`config.mk`:
```
export PLATFORM = sky130hd
export DESIGN_NAME = circuito_jogo_param_flat
export DESIGN_NICKNAME = d
export VERILOG_FILES = /design/src/rtl/jogo_pkg.sv /design/src/rtl/circuito_jogo_param_if.sv /design/src/rtl/sync_rom_sequencia.sv /design/src/rtl/circuito_jogo_param.sv /design/src/flat_wrapper.sv
export SDC_FILE = /design/constraint.sdc
export NUM_CORES = 1
export LEC_CHECK = 0
export BUFFER_PORTS_ARGS = -buffer_cell sky130_fd_sc_hd__buf_2
export CELL_PAD_IN_SITES_DETAIL_PLACEMENT = 2
export CELL_PAD_IN_SITES_GLOBAL_PLACEMENT = 2
export CORE_MARGIN = 1
export CORE_UTILIZATION = 29
export CTS_BUF_LIST = sky130_fd_sc_hd__clkbuf_2
export DETAILED_ROUTE_END_ITERATION = 10
export GPL_TIMING_DRIVEN = 0
export PLACE_DENSITY = 0.89
export SLEW_MARGIN = 15
export SYNTH_ARGS = -nofsm -noshare
export SYNTH_HDL_FRONTEND = slang
export SYNTH_SLANG_ARGS = --single-unit
```
`constraint.sdc`:
```
create_clock -name clock -period 2.2 [get_ports clock]
set_clock_uncertainty 0.05 [all_clocks]
set_input_delay 0.33 -clock clock [delete_from_list [all_inputs] [get_ports clock]]
set_output_delay 0.33 -clock clock [all_outputs]
set_load 0.02 [all_outputs]
```
`src/rtl/jogo_pkg.sv`:
```
// Shared definitions for the memory game: state codes, width helper and default sequence.
package jogo_pkg;

    typedef enum logic [3:0] {
        INICIAL        = 4'h0,
        PREPARACAO     = 4'h1,
        ESPERA         = 4'h2,
        REGISTRA       = 4'h4,
        COMPARACAO     = 4'h5,
        PROXIMA_JOGADA = 4'h6,
        PROXIMA_RODADA = 4'h7,
        FIM_ACERTO     = 4'hA,
        FIM_TIMEOUT    = 4'hD,
        FIM_ERRO       = 4'hE
    } estado_t;

    // Bits needed to index 'value' entries; never below 1 so ports stay legal.
    function automatic int width_of(input int value);
        if (value <= 2) begin
            return 1;
        end
        return $clog2(value);
    endfunction

    // Default sequence: entry i lights key (i mod n).
    function automatic logic [31:0] seq_entry(input int idx, input int n);
        return 32'd1 << (idx % n);
    endfunction

endpackage

```
`src/rtl/circuito_jogo_param_if.sv`:
```
// Player-facing and debug signals of circuito_jogo_param; the environment holds master, the game holds slave.
interface circuito_jogo_param_if
    import jogo_pkg::*;
#(
    parameter int N     = 4,
    parameter int DEPTH = 16
);
    localparam int AW = width_of(DEPTH);

    // No valid/ready pair: iniciar is level-sampled every cycle, and a move is the
    // all-zero -> nonzero transition of chaves; keys may be held, only the edge counts.
    logic          iniciar;
    logic [N-1:0]  chaves;
    logic          acertou;
    logic          errou;
    logic          pronto;
    logic [N-1:0]  leds;
    logic [3:0]    db_estado;
    logic [AW-1:0] db_rodada;
    logic [AW-1:0] db_contagem;
    logic [N-1:0]  db_memoria;
    logic [N-1:0]  db_jogada;
    logic          db_igual;
    logic          db_timeout;
    logic          db_tem_jogada;

    modport master (
        output iniciar, chaves,
        input  acertou, errou, pronto, leds, db_estado, db_rodada, db_contagem,
        input  db_memoria, db_jogada, db_igual, db_timeout, db_tem_jogada
    );

    modport slave (
        input  iniciar, chaves,
        output acertou, errou, pronto, leds, db_estado, db_rodada, db_contagem,
        output db_memoria, db_jogada, db_igual, db_timeout, db_tem_jogada
    );

endinterface

```
`src/rtl/sync_rom_sequencia.sv`:
```
// DEPTH x N sequence ROM with one-cycle registered read; contents come from jogo_pkg::seq_entry.
module sync_rom_sequencia
    import jogo_pkg::*;
#(
    parameter int N     = 4,
    parameter int DEPTH = 16,
    parameter int AW    = width_of(DEPTH)
) (
    input  logic          clock,
    input  logic [AW-1:0] endereco,
    output logic [N-1:0]  dado
);

    logic [N-1:0] palavra;

    always_comb begin
        palavra = N'(seq_entry(int'(endereco), N));
    end

    always_ff @(posedge clock) begin
        dado <= palavra;
    end

endmodule

```
`src/rtl/circuito_jogo_param.sv`:
```
// Memory game FSM: the player repeats a growing key sequence. Optional move timeout is
// built only when CIRCUITO_JOGO_TIMEOUT_EN is defined.
module circuito_jogo_param
    import jogo_pkg::*;
#(
    parameter int N           = 4,
    parameter int DEPTH       = 16,
    parameter int TIMEOUT_CYC = 5000
) (
    input  logic                  clock,
    input  logic                  reset,
    circuito_jogo_param_if.slave  bus
);

    localparam int            AW     = width_of(DEPTH);
    localparam logic [AW-1:0] ULTIMA = AW'(DEPTH - 1);

    estado_t       estado, proximo;
    logic [AW-1:0] rodada, contagem;
    logic [N-1:0]  jogada, memoria;
    logic          tem_jogada, tem_jogada_q, jogada_feita, igual, expirou;

    assign tem_jogada   = |bus.chaves;
    assign jogada_feita = tem_jogada & ~tem_jogada_q;
    assign igual        = (jogada == memoria);

    sync_rom_sequencia #(.N(N), .DEPTH(DEPTH), .AW(AW)) u_rom (
        .clock    (clock),
        .endereco (contagem),
        .dado     (memoria)
    );

`ifdef CIRCUITO_JOGO_TIMEOUT_EN
    localparam int TW = width_of(TIMEOUT_CYC);
    logic [TW-1:0] tempo;

    // Counter restarts whenever the FSM is not staying in espera.
    always_ff @(posedge clock) begin
        if (reset || !(estado == ESPERA && proximo == ESPERA)) begin
            tempo <= '0;
        end else begin
            tempo <= tempo + 1'b1;
        end
    end

    assign expirou = (estado == ESPERA) && (tempo == TW'(TIMEOUT_CYC - 1));
`else
    assign expirou = 1'b0;
`endif

    always_ff @(posedge clock) begin
        if (reset) begin
            estado <= INICIAL;
        end else begin
            estado <= proximo;
        end
    end

    always_comb begin
        proximo = estado;
        case (estado)
            INICIAL:        if (bus.iniciar) proximo = PREPARACAO;
            PREPARACAO:     proximo = ESPERA;
            // A move wins over a coinciding expiry.
            ESPERA: begin
                if (jogada_feita)  proximo = REGISTRA;
                else if (expirou)  proximo = FIM_TIMEOUT;
            end
            REGISTRA:       proximo = COMPARACAO;
            COMPARACAO: begin
                if (!igual)                   proximo = FIM_ERRO;
                else if (contagem < rodada)   proximo = PROXIMA_JOGADA;
                else if (rodada < ULTIMA)     proximo = PROXIMA_RODADA;
                else                          proximo = FIM_ACERTO;
            end
            PROXIMA_JOGADA: proximo = ESPERA;
            PROXIMA_RODADA: proximo = ESPERA;
            FIM_ACERTO, FIM_ERRO, FIM_TIMEOUT: begin
                if (bus.iniciar) proximo = PREPARACAO;
            end
            default:        proximo = INICIAL;
        endcase
    end

    always_ff @(posedge clock) begin
        if (reset) begin
            rodada       <= '0;
            contagem     <= '0;
            jogada       <= '0;
            tem_jogada_q <= 1'b0;
        end else begin
            tem_jogada_q <= tem_jogada;
            case (estado)
                PREPARACAO: begin
                    rodada   <= '0;
                    contagem <= '0;
                    jogada   <= '0;
                end
                REGISTRA:       jogada   <= bus.chaves;
                PROXIMA_JOGADA: contagem <= contagem + 1'b1;
                PROXIMA_RODADA: begin
                    rodada   <= rodada + 1'b1;
                    contagem <= '0;
                end
                default: ;
            endcase
        end
    end

    assign bus.pronto        = (estado == FIM_ACERTO) || (estado == FIM_ERRO) || (estado == FIM_TIMEOUT);
    assign bus.acertou       = (estado == FIM_ACERTO);
    assign bus.errou         = (estado == FIM_ERRO) || (estado == FIM_TIMEOUT);
    assign bus.leds          = bus.chaves;
    assign bus.db_estado     = estado;
    assign bus.db_rodada     = rodada;
    assign bus.db_contagem   = contagem;
    assign bus.db_memoria    = memoria;
    assign bus.db_jogada     = jogada;
    assign bus.db_igual      = igual;
    assign bus.db_tem_jogada = tem_jogada;
`ifdef CIRCUITO_JOGO_TIMEOUT_EN
    assign bus.db_timeout    = (estado == FIM_TIMEOUT);
`else
    assign bus.db_timeout    = 1'b0;
`endif

endmodule
```
`src/flat_wrapper.sv`:
```
// flat-port wrapper written by rule: the top's interface ports become plain ports
module circuito_jogo_param_flat import jogo_pkg::*;
#(
    parameter int N           = 4,
    parameter int DEPTH       = 16,
    parameter int TIMEOUT_CYC = 5000
)
  (clock, reset, bus_iniciar, bus_chaves, bus_acertou, bus_errou, bus_pronto, bus_leds, bus_db_estado, bus_db_rodada, bus_db_contagem, bus_db_memoria, bus_db_jogada, bus_db_igual, bus_db_timeout, bus_db_tem_jogada);
  circuito_jogo_param_if #(.N(N), .DEPTH(DEPTH)) bus_i ();
  input  logic clock;
  input  logic reset;
  input wire logic [$bits(bus_i.iniciar)-1:0] bus_iniciar;
  input wire logic [$bits(bus_i.chaves)-1:0] bus_chaves;
  output wire logic [$bits(bus_i.acertou)-1:0] bus_acertou;
  output wire logic [$bits(bus_i.errou)-1:0] bus_errou;
  output wire logic [$bits(bus_i.pronto)-1:0] bus_pronto;
  output wire logic [$bits(bus_i.leds)-1:0] bus_leds;
  output wire logic [$bits(bus_i.db_estado)-1:0] bus_db_estado;
  output wire logic [$bits(bus_i.db_rodada)-1:0] bus_db_rodada;
  output wire logic [$bits(bus_i.db_contagem)-1:0] bus_db_contagem;
  output wire logic [$bits(bus_i.db_memoria)-1:0] bus_db_memoria;
  output wire logic [$bits(bus_i.db_jogada)-1:0] bus_db_jogada;
  output wire logic [$bits(bus_i.db_igual)-1:0] bus_db_igual;
  output wire logic [$bits(bus_i.db_timeout)-1:0] bus_db_timeout;
  output wire logic [$bits(bus_i.db_tem_jogada)-1:0] bus_db_tem_jogada;
  assign bus_i.iniciar = bus_iniciar;
  assign bus_i.chaves = bus_chaves;
  assign bus_acertou = bus_i.acertou;
  assign bus_errou = bus_i.errou;
  assign bus_pronto = bus_i.pronto;
  assign bus_leds = bus_i.leds;
  assign bus_db_estado = bus_i.db_estado;
  assign bus_db_rodada = bus_i.db_rodada;
  assign bus_db_contagem = bus_i.db_contagem;
  assign bus_db_memoria = bus_i.db_memoria;
  assign bus_db_jogada = bus_i.db_jogada;
  assign bus_db_igual = bus_i.db_igual;
  assign bus_db_timeout = bus_i.db_timeout;
  assign bus_db_tem_jogada = bus_i.db_tem_jogada;
  circuito_jogo_param #(.N(N), .DEPTH(DEPTH), .TIMEOUT_CYC(TIMEOUT_CYC)) u_core (.clock(clock), .reset(reset), .bus(bus_i));
endmodule
```
Yosys cells after proc, flatten, opt, wreduce, memory -nomap -nowiden
Cells that the tools add are included.
{ "word_totals": {"elab_cells": 46, "regBits": 21} }
{ "op_classes": {"n_lt_le_gt_ge": 2, "bitwise_logic": 2, "n_mux": 9, "n_shift": 1, "reduce_logical": 12, "add_sub_neg": 2, "eq_ne": 12} }
{ "ops": {"columns": ["cell", "count"], "rows": [
  ["4-bit case mux with 2 select lines", 3],
  ["4-bit two-way mux", 5],
  ["4-bit case mux with 5 select lines", 1],
  ["4-bit by 3-bit == test with 1-bit output (second input constant)", 4],
  ["4-bit == test (second input constant)", 3],
  ["4-bit by 1-bit adder with 4-bit output (second input constant)", 2],
  ["4-bit OR reduction", 2],
  ["2-bit nonzero test", 3],
  ["4-bit by 1-bit == test with 1-bit output (second input constant)", 1],
  ["4-bit by 2-bit == test with 1-bit output (second input constant)", 1],
  ["4-bit == test", 1],
  ["4-bit zero test", 1],
  ["4-bit < comparator", 1],
  ["4-bit < comparator (second input constant)", 1],
  ["2-bit by 1-bit != test with 1-bit output (second input constant)", 2],
  ["1-bit by 2-bit << shifter with 4-bit output (first input constant)", 1],
  ["1-bit logical OR", 3],
  ["3-bit OR reduction", 1],
  ["2-bit AND reduction", 1],
  ["2-bit OR reduction", 1],
  ["1-bit bitwise AND", 1],
  ["1-bit NOT", 1]
]} }

Longest topological paths before layout
{ "depth": {"depth_word": 5, "depth_mapped": 7, "mapped_depth_nobuf": 7} }

Modules after synthesis
A second synthesis with hierarchy kept.
{ "unflattened": {"hier_cells": 172, "area_unflattened_um2": 1308.8} }
{ "modules_own_cells": {"columns": ["module", "area_each_um2", "seq_area_each_um2", "cells_each", "n_inst"], "rows": [
  ["circuito_jogo_param", 1202.4, 340.3, 164, 1],
  ["sync_rom_sequencia", 106.4, 80.1, 8, 1]
]} }

Worst setup path before layout
No wires, ideal clock.
{ "synth_path": {"path_kind": "flip-flop to output port", "from": "register u_core.estado[2], in the netlist u_core.bus.db_estado[2]", "to": "output bus_pronto", "required_time_ps": 1820, "stages_incl_launch_ff": 6, "slack_ps": 273, "n_path_buf": 2, "arrival_ps": 1547, "path_cell_list": "dfxtp_1 buf_2 buf_2 nand2_1 a21oi_1 or2_2"} }
{ "synth_via": {"elab_chain_cells": 3, "word_cells_on_any_way": 5} }
{ "synth_rtl": {"columns": ["item", "line", "text"], "rows": [
  ["start: declaration", "circuito_jogo_param.sv:18", "estado_t estado, proximo;"],
  ["start signal: assignment", "circuito_jogo_param.sv:55", "estado <= proximo;"],
  ["4-bit == test", "circuito_jogo_param.sv:110", "assign bus.pronto = (estado == FIM_ACERTO) || (estado == FIM_ERRO) || (estado == FIM_TIMEOUT);"],
  ["1-bit logical OR", "circuito_jogo_param.sv:110", null],
  ["1-bit logical OR (*)", "circuito_jogo_param.sv:110", null],
  ["end: declaration", "flat_wrapper.sv:16", "output wire logic [$bits(bus_i.pronto)-1:0] bus_pronto;"]
]} }
Every way passes the cells marked *; elsewhere a longest branch is shown, timed or not.

Final worst setup path
{ "layout_path": {"from": "register u_core.estado[3], in the netlist u_core.bus.db_estado[3]", "to": "output bus_pronto"} }
The elaborated chain is that of the path after synthesis.

==> results.md <==
- Peak Freq: 0.4815 GHz
- Residual DRC: 0
- Largest net degree at the start of global routing: 13
- Post-CTS setup buffers: 0
- Vias in the first global route: 1302
- CP Class: flop to output port
- Register bit total from synthesis: 21
- WP data arrival: 1.70 ns
- Worst-path fanout max: 10
- Clock slew at reported path FFs: 0.20 ns
- Combinational Power Share: 0.284
- Crit path depth: 5
- Average size of a mapped cell: 7.807 um^2
- Final worst-path cycle share: 0.9440
- CTS tree: yes
- Setup-failing EPs final: 0
- PwrDens: 514.1 mW/mm^2
- Die height: 68.24 um
- Antenna cells: 0
- Reg power frac: 0.504
- Max-slew violations: 0
- Synthesis Warnings: 0
- Largest family of logic cells by synthesized area: simple AND/OR/NAND/NOR gates
- Total gr overflow: 0
- I/O Buffers: 34
- RSZ-0062 raised after global routing: false
- Post-synthesis sequential area ratio: 0.3304
- Crit path max-delay family: buffers and inverters
- Max Cap Violations: 0
- Outcome: complete, no violations
- Die ar.: 0.004657 mm^2
- Worst Setup SP: u_core.bus.db_estado[3]
- Endpoints failing hold: 0
- Cells after Synth: 163
- TritonCTS Buffers: 3
- Fin cells: 250
- Reg-to-reg endpoint: u_core.bus.db_estado[0]
- VDD IR max: 0.1518 mV
- Area fraction in compound gates after synthesis: 0.2085
- Synthesized Nets: 175
- CP Cell Sequence: buf_2 -> buf_2 -> and2_1 -> or2_2 -> buf_2
- Worst setup endpoint: bus_pronto
- Fraction of layout cells with a size suffix above 1: 0.2850
- Pint: 0.5205 mW
- GRT Overall Usage: 0.1807
- Crit. End Element: output port
- Layout filler cell count: 497
- Pwr Total: 0.7931 mW
- Worst Hold Slack: 0.2057 ns
- Clk Latency, worst-skew pair: 0.34 ns
- Hold Path Class: input pin to flop
- Slew headroom: 0.5578
- Post-synth EDFFs: 0
- Area growth syn-to-layout: 21.24%
- Core Area: 0.004115 mm^2
- HPWL Detailed: 3.050 mm
- R2r setup slk: 0.17 ns
- Global-route wire length before repair: 6.196 mm
- Commonest non-fill, non-tap cell in the layout: buf_2
- Worst Setup Slack, final: 0.1232 ns
- Final net count: 213
- Routability cong.: 0.7598
- Switching power: 0.2726 mW
- Xor/xnor share of the synthesized area: 0.06883
- Setup TNS: 0 ns
- DRT Pass-1 Iters: 4
- Min Tclk post-route: 2.077 ns
- Vias per cell: 5.080
- CTS Root Cell: clkbuf_2
- Placed Cells incl. Taps: 247
- Vias: 1270
- Leakage Power: 0.7255 nW
- Worst Path Required: 1.82 ns
- Post-DRT Antenna Nets: 0
- Pre-CTS setup slack: 0.2290 ns
- Most Frequent Cell on Critical Path: buf_2
- Slowest stage delay, CP: 0.38 ns
- Post-synthesis cell area: 0.001272 mm^2
- Asr flop ratio synth: 0
- Synth Area in Simple Gates: 0.2507
- Routed WL: 3.825 mm
- CP Buf/Inv Count: 3
- Hold buffers post-CTS: 0
- Initial Utilization: 0.3092
- Average routed wire per standard cell: 15.30 um
- I/O pin count: 37
- Clk pwr share: 0.212
- Worst reg2reg path startpoint: u_core.bus.db_rodada[2]
- Top FF cell, synth: dfxtp_1
- CTS sink cnt: 21
- Startpoint class of the critical path: flop
- Reg2Reg Depth: 7
- Cell variety after synth: 43
- Commonest non-fill, non-tap cells in the layout: 38 x buf_2, 20 x nor2_1, 20 x dfxtp_1
- Die X: 68.24 um
- Adder-Cell Fraction of Synth Area: 0.04916
- Iter 0 DRT Violations: 42
- Sw Share: 0.3437
- Actual slew at the worst max-slew pin: 0.6572 ns
- Row count: 23
- CTS resizes: 0
- Post-synthesis mux area share: 0
- CP max-delay cell: dfxtp_1
- Clock Path Buffers: 2
- CTS HTree Levels: 1
- Initial antenna violation count: 0
worst min-delay path, stage by stage:
cell	delay (ns)
buf_2	0.10
a22oi_1	0.06
nor2_1	0.07
cells in the mapped netlist, drive strengths merged, types with 2 or more instances:
master  count  share of area
buf        13          0.066
nor2       20          0.059
or2         3          0.015
nand3       3          0.012
o21bai      2          0.012
inv         6          0.018
a21oi      12          0.050
nand2b      5          0.025
xnor2       6          0.041
a22oi       4          0.024
a21o        2          0.012
and2        2         0.0098
nor3        7          0.028
dfxtp      21           0.33
o21ai      10          0.039
clkbuf      2         0.0059
nand2      11          0.032
nor2b       5          0.025
and3        2         0.0098
ha          5          0.049
xor2        4          0.028
registers in the layout, summed over array words and instances (netlist names):
register                cells
u_core.bus.db_contagem      4
u_core.bus.db_estado        4
u_core.bus.db_jogada        4
u_core.bus.db_rodada        4
u_core.u_rom.dado           4
u_core.tem_jogada_q         1
logic make-up (layout without fill, tap and decap cells):
family / count (synthesis) / count (layout)
fa+ha+maj: 5 / 5
flops: 21 / 21
simple gates: 64 / 64
compound gates: 41 / 41
xor+xnor: 10 / 10
buf+inv: 21 / 58
other cells: 1 / 1
layer usage:
metal	wire length, um	vias up	track usage
met5	0	-	0
met4	40	0	0.05469
met3	139	5	0.02667
met2	1899	27	0.3284
met1	1746	609	0.2153
li1	-	629	-
worst min-delay path by stage:
stage                                    from                 endpoint  slack (ns)  cells past startpoint
detailed placement  u_core.bus.db_contagem[1]     u_core.u_rom.dado[0]        0.48                      1
finish                          bus_chaves[2]  u_core.bus.db_jogada[2]        0.21                      3
global placement    u_core.bus.db_contagem[1]     u_core.u_rom.dado[0]        0.46                      1
floorplan                       bus_chaves[0]  u_core.bus.db_jogada[0]        0.43                      2
CTS                             bus_chaves[2]  u_core.bus.db_jogada[2]        0.21                      3
global route                    bus_chaves[0]  u_core.bus.db_jogada[0]        0.19                      3
stage by stage:
| step | utilization | instance area (um^2) |
|---|---|---|
| after floorplan | - | 1272 |
| after global placement | 0.3658 | 1505 |
| after detailed placement | 0.3658 | 1505 |
| after CTS | 0.3706 | 1525 |
| after global routing | 0.3749 | 1543 |
| final | 0.3749 | 1543 |
layout make-up:
type	instances	area, um^2	area share
clock buffers	3	15.01	0.009732
flip-flops and latches	21	421.7	0.2733
well taps	50	62.56	0.04055
clock inverters	1	5.005	0.003244
repair buffers	34	170.2	0.1103
inverters	6	22.52	0.01460
plain buffers	14	91.34	0.05921
multi-input cells	121	754.5	0.4891
power groups by stage:
stage | clock network, mW | registers, mW | logic (mW)
floorplan | 0 | 0.417 | 0.141
global placement | 0 | 0.406 | 0.210
detailed placement | 0 | 0.406 | 0.215
CTS | 0.180 | 0.399 | 0.217
global route | 0.194 | 0.402 | 0.247
finish | 0.168 | 0.400 | 0.225
No activity file was read; power rests on OpenSTA's default activity.
